[src/rtl/fetch_unit.sv]
// fetch_unit: instruction prefetcher with a DEPTH-entry {word, pc} queue.
// Ports: clk, reset (async active-low), imem_rd/imem_addr/imem_data memory
// side, ir/ir_pc/ir_valid/ir_ready decode side, redirect/redirect_pc, halt.
module fetch_unit #(
  parameter int          DEPTH    = 4,
  parameter logic [15:0] RESET_PC = 16'h0000
) (
  input  logic        clk,
  input  logic        reset,
  output logic        imem_rd,
  output logic [15:0] imem_addr,
  input  logic [15:0] imem_data,
  output logic [15:0] ir,
  output logic [15:0] ir_pc,
  output logic        ir_valid,
  input  logic        ir_ready,
  input  logic        redirect,
  input  logic [15:0] redirect_pc,
  input  logic        halt
);

  localparam int PW = $clog2(DEPTH);
  localparam int CW = $clog2(DEPTH + 1);

  logic [15:0]   fetch_pc_q, fetch_pc_d;
  logic          rd_q, rd_d;
  logic [15:0]   addr_q, addr_d;
  logic          resp_q, resp_d;
  logic [15:0]   resp_pc_q;
  logic [CW-1:0] count_q, count_d;
  logic [PW-1:0] rd_ptr_q, rd_ptr_d;
  logic [PW-1:0] wr_ptr_q, wr_ptr_d;
  logic [15:0]   ir_q, ir_d;
  logic [15:0]   ir_pc_q, ir_pc_d;
  logic [15:0]   word_q [DEPTH];
  logic [15:0]   pcs_q  [DEPTH];

  logic [CW:0]   occ;
  logic          issue;
  logic          push;
  logic          pop;
  logic          bypass;

  assign imem_rd   = rd_q;
  assign imem_addr = addr_q;
  assign ir        = ir_q;
  assign ir_pc     = ir_pc_q;
  assign ir_valid  = (count_q != '0);

  always_comb begin
    // occupancy counts the request on the bus and the response in flight
    occ = (CW+1)'(count_q) + (CW+1)'(rd_q) + (CW+1)'(resp_q);
    issue = !halt && !redirect && (occ < (CW+1)'(DEPTH));
    push  = resp_q && !redirect;
    pop   = ir_valid && ir_ready && !redirect;

    fetch_pc_d = fetch_pc_q;
    addr_d     = addr_q;
    rd_d       = issue;
    resp_d     = rd_q && !redirect;
    count_d    = count_q;
    rd_ptr_d   = rd_ptr_q + PW'(pop);
    wr_ptr_d   = wr_ptr_q + PW'(push);
    ir_d       = ir_q;
    ir_pc_d    = ir_pc_q;

    if (redirect) begin
      fetch_pc_d = redirect_pc;
      rd_ptr_d   = '0;
      wr_ptr_d   = '0;
    end else if (issue) begin
      fetch_pc_d = fetch_pc_q + 16'd1;
      addr_d     = fetch_pc_q;
    end

    unique case (1'b1)
      redirect:      count_d = '0;
      push && !pop:  count_d = count_q + CW'(1);
      pop && !push:  count_d = count_q - CW'(1);
      default:       count_d = count_q;
    endcase

    // new head is the incoming word when the queue drains to it
    bypass = push && (count_q == CW'(pop));
    if (count_d != '0) begin
      if (bypass) begin
        ir_d    = imem_data;
        ir_pc_d = resp_pc_q;
      end else begin
        ir_d    = word_q[rd_ptr_d];
        ir_pc_d = pcs_q[rd_ptr_d];
      end
    end
  end

  always_ff @(posedge clk or negedge reset) begin
    if (!reset) begin
      fetch_pc_q <= RESET_PC;
      rd_q       <= 1'b0;
      addr_q     <= '0;
      resp_q     <= 1'b0;
      resp_pc_q  <= '0;
      count_q    <= '0;
      rd_ptr_q   <= '0;
      wr_ptr_q   <= '0;
      ir_q       <= '0;
      ir_pc_q    <= '0;
    end else begin
      fetch_pc_q <= fetch_pc_d;
      rd_q       <= rd_d;
      addr_q     <= addr_d;
      resp_q     <= resp_d;
      resp_pc_q  <= addr_q;
      count_q    <= count_d;
      rd_ptr_q   <= rd_ptr_d;
      wr_ptr_q   <= wr_ptr_d;
      ir_q       <= ir_d;
      ir_pc_q    <= ir_pc_d;
    end
  end

  always_ff @(posedge clk) begin
    if (push) begin
      word_q[wr_ptr_q] <= imem_data;
      pcs_q[wr_ptr_q]  <= resp_pc_q;
    end
  end

endmodule

[config.mk]
export PLATFORM = sky130hd
export DESIGN_NAME = fetch_unit
export DESIGN_NICKNAME = d
export VERILOG_FILES = /design/src/rtl/fetch_unit.sv
export SDC_FILE = /design/constraint.sdc
export NUM_CORES = 1
export LEC_CHECK = 0
export ABC_AREA = 1
export CAP_MARGIN = 30
export CORE_UTILIZATION = 40
export DETAILED_ROUTE_END_ITERATION = 10
export HOLD_SLACK_MARGIN = 0.05
export PLACE_DENSITY_LB_ADDON = 0.1
export SYNTH_ARGS = -nofsm -noshare
export SYNTH_HDL_FRONTEND = slang
export SYNTH_SLANG_ARGS = --single-unit
[constraint.sdc]
create_clock -name clk -period 4.3 [get_ports clk]
set_clock_uncertainty 0.15 [all_clocks]
set_input_delay 0.86 -clock clk [delete_from_list [all_inputs] [get_ports clk]]
set_output_delay 0.86 -clock clk [all_outputs]
set_load 0.03 [all_outputs]
==> results.tsv <==
stage	metric	value	unit
finish	Finished Cell Area	11310	sq um
synthesis	Post-synth EDFFs	128	
status	status	finished, final reports clean	
finish	final non-filler cell total	1307	
timing	fin crit share	74.53	%
synthesis	Post-synth ARST share	41.01	%
power_and_ir_drop	Sw Pwr	0.001917	W
synthesis	net count after synthesis	963	
die	FP Rows	55	
detailed_routing	WL/cell	17.22	um
timing	Fin. Hold Viols	0	
placement	GP Congestion	0.8308	
die	die area	23700	sq um
detailed_routing	via count	6607	
setup_path	Crit path required time	4.54	ns
synthesis	sequential element share of the synthesized area	65.75	%
finish	Final Util	49.96	%
power_and_ir_drop	power density over cell area	556.8	nW/um^2
placement	port buffer count	86	
die	Die Width	153.9	um
clock_network	CTS buffer count	24	
synthesis	Post-Syn Instances	920	
detailed_routing	Vias/cell	5.055	
timing	Slew @ Worst Pin	0.8330	ns
global_routing	GR Overflow Total	0	
clock_network	clock sink total	217	
placement	Placed Cells	1263	
die	Core Region	22640	sq um
power_and_ir_drop	clock share of power	34.1	%
setup_path	R2R setup slack	1.35	ns
finish	Area Overhead vs Synth	22.49	%
setup_path	Crit Path Category	input port to flop	
global_routing	largest net degree at the start of global routing	65	
detailed_routing	drt pass-1 iters	4	
global_routing	global-route usage over all layers	19.58	%
finish	layout cell share with drive strength beyond 1	10.08	%
power_and_ir_drop	Pleak	4.766	nW
finish	register area	6071	sq um
power_and_ir_drop	sequential power share	42.7	%
timing	setup tns final	0	ns
setup_path	r2r worst-path depth	13	
timing	RSZ-0062 raised after global routing	no	
die	Die Y	153.9	um
setup_path	crit path launch type	input port	
setup_path	critical path arrival	3.44	ns
finish	NumNets Final	1047	
synthesis	dominant synthesized flop cell	edfxtp_1	
power_and_ir_drop	Switching Share	30.44	%
clock_network	Hold Buf Count CTS	0	
detailed_routing	Initial DRC Count	290	
global_routing	initial antenna violation count	0	
die	Starting Density	40.78	%
synthesis	Avg Cell Area, Syn	10.04	sq um
clock_network	setup bufs post-CTS	0	
global_routing	first-pass GRT wire length	36120	um
power_and_ir_drop	Power Total	0.006297	W
timing	final count of negative-setup-slack endpoints	0	
clock_network	H-Tree Depth	1	
synthesis	mapped cell area	9234	sq um
synthesis	library cells used by synthesis	27	
clock_network	CTS clk-pin slew, worst paths	0.06	ns
setup_path	Critical Path Fanout Max	21	
synthesis	Ys Warns	0	
timing	fin crit period	3.205	ns
clock_network	deepest clock path buffer count	3	
detailed_routing	WL final	22500	um
finish	fill count	2065	
power_and_ir_drop	Comb pwr share	23.2	%
timing	Max Clk Rate	312.0	MHz
run	number of max-cap violations	0	
timing	max-slew violation count	0	
clock_network	Root Buffer	clkbuf_16	
setup_path	Crit. End Element	flop	
detailed_routing	antenna-violating nets left	0	
timing	Slew headroom	44.20	%
synthesis	#FFs+latches synth	217	
clock_network	post-CTS sizing	0	
placement	Placed Area	10470	sq um
placement	Final HPWL DP	13150	um
global_routing	number of global-route vias before repair	6497	
finish	# diodes	0	
power_and_ir_drop	VDD IR-drop max	257.1	uV
hold_path	worst hold path type	input port to async pin	
power_and_ir_drop	P_int	0.004380	W
detailed_routing	detailed-route DRC error count	0	
die	num ports	87	
clock_network	clk_lat worst skew	0.50	ns
clock_network	CTS tree	done	
finish	multi-input logic area	2858	sq um
flip-flops by register name (all words and copies together), names as in the netlist, 3 cells and up:
signal / count
fetch_pc_q: 16
resp_pc_q: 16
word_q: 64
ir_pc: 16
count_q: 3
ir: 16
pcs_q: 64
imem_addr: 16
final timing paths:
check,from,endpoint
min in group clk,imem_addr[6],resp_pc_q[6]
max reg2reg,count_q[1],ir_pc[8]
max in group asynchronous,reset,ir_pc[0]
max,redirect,ir_pc[8]
min reg2reg,imem_addr[6],resp_pc_q[6]
min,reset,imem_addr[12]
power by group through the flow:
stage / registers [W] / logic (W) / clock network [W]
final: 0.00269 / 0.00146 / 0.00215
after global routing: 0.00272 / 0.00160 / 0.00227
after CTS: 0.00270 / 0.00148 / 0.00218
after detailed placement: 0.00273 / 0.00147 / 0
after global placement: 0.00274 / 0.00146 / 0
after floorplan: 0.00300 / 0.000534 / 0
logic make-up (layout without fill, tap and decap cells):
family / after synthesis / in the layout / synth area share, %
AO/OA/AOI/OAI: 30 / 30 / 1.938
XOR/XNOR: 2 / 2 / 0.1897
adder cells (fa/ha/maj): 6 / 6 / 0.8943
buffers and inverters: 82 / 184 / 3.699
flip-flops: 217 / 217 / 65.75
AND/OR/NAND/NOR: 583 / 583 / 27.53
cell usage after synthesis (5+ instances only):
library cell / instances / area (sq um)
edfxtp_1: 128 / 3844
o211ai_1: 6 / 45.04
inv_1: 33 / 123.9
nand4_1: 35 / 219.0
ha_1: 5 / 62.56
buf_2: 27 / 135.1
o21ai_0: 19 / 95.09
clkbuf_1: 18 / 67.56
dfrtp_1: 89 / 2227
nor2_1: 41 / 153.9
nor3_1: 5 / 25.02
nand3_1: 118 / 590.6
nand3b_1: 5 / 37.54
or2_2: 30 / 187.7
nand2_1: 343 / 1287
critical path, cell delays in order:
cell             delay (ns)
clkdlybuf4s50_1        0.46
nor2_2                 0.21
inv_1                  0.15
ha_1                   0.29
fa_1                   0.44
nand2_1                0.07
nand2_1                0.07
nor2_2                 0.11
nand3_2                0.33
buf_12                 0.30
nand3_1                0.07
nand2_1                0.05
per-stage QoR:
stage	hold WS, ns	worst slack, ns
2_1_floorplan	0.3127	0.3786
3_3_place_gp	0.2546	0.6156
3_5_place_dp	0.2472	0.5719
4_1_cts	0.1659	1.102
5_1_grt	0.1966	0.8914
6_report	0.1615	1.095
layer usage:
metal	track usage [%]	wire [um]	vias to the layer above
met5	0	0	-
li1	-	-	3267
met2	33.51	10800	145
met3	3.382	1021	29
met4	4.238	350	0
met1	26.06	10330	3166
placed cells by master, fill, tap and decap left out, types with 2 or more instances in the layout:
master and n:
buf_12 4, nand4_1 35, clkbuf_8 2, edfxtp_1 128, a21oi_1 2, xor2_1 2
nand3b_1 5, dfrtp_1 89, nand2_2 2, nor3_2 4, or2_0 2, inv_1 33
ha_1 5, clkinv_2 4, nand3_1 118, nand2_1 342, clkinvlp_4 2, buf_4 17
o21ai_0 19, nor2_1 39, clkbuf_16 25, o211ai_1 6, clkbuf_1 5, nor2_2 4
or2_2 30, bufinv_16 4, clkdlybuf4s50_1 85
cell type report:
class	count	share of cell area [%]
timing repair buffer	106	9.358
tap	285	3.153
inverter	34	1.128
clock inverter	12	1.482
multi-input combinational	621	25.27
clock buffer	32	5.940
sequential	217	53.67
(Power assumes the default switching activity.)
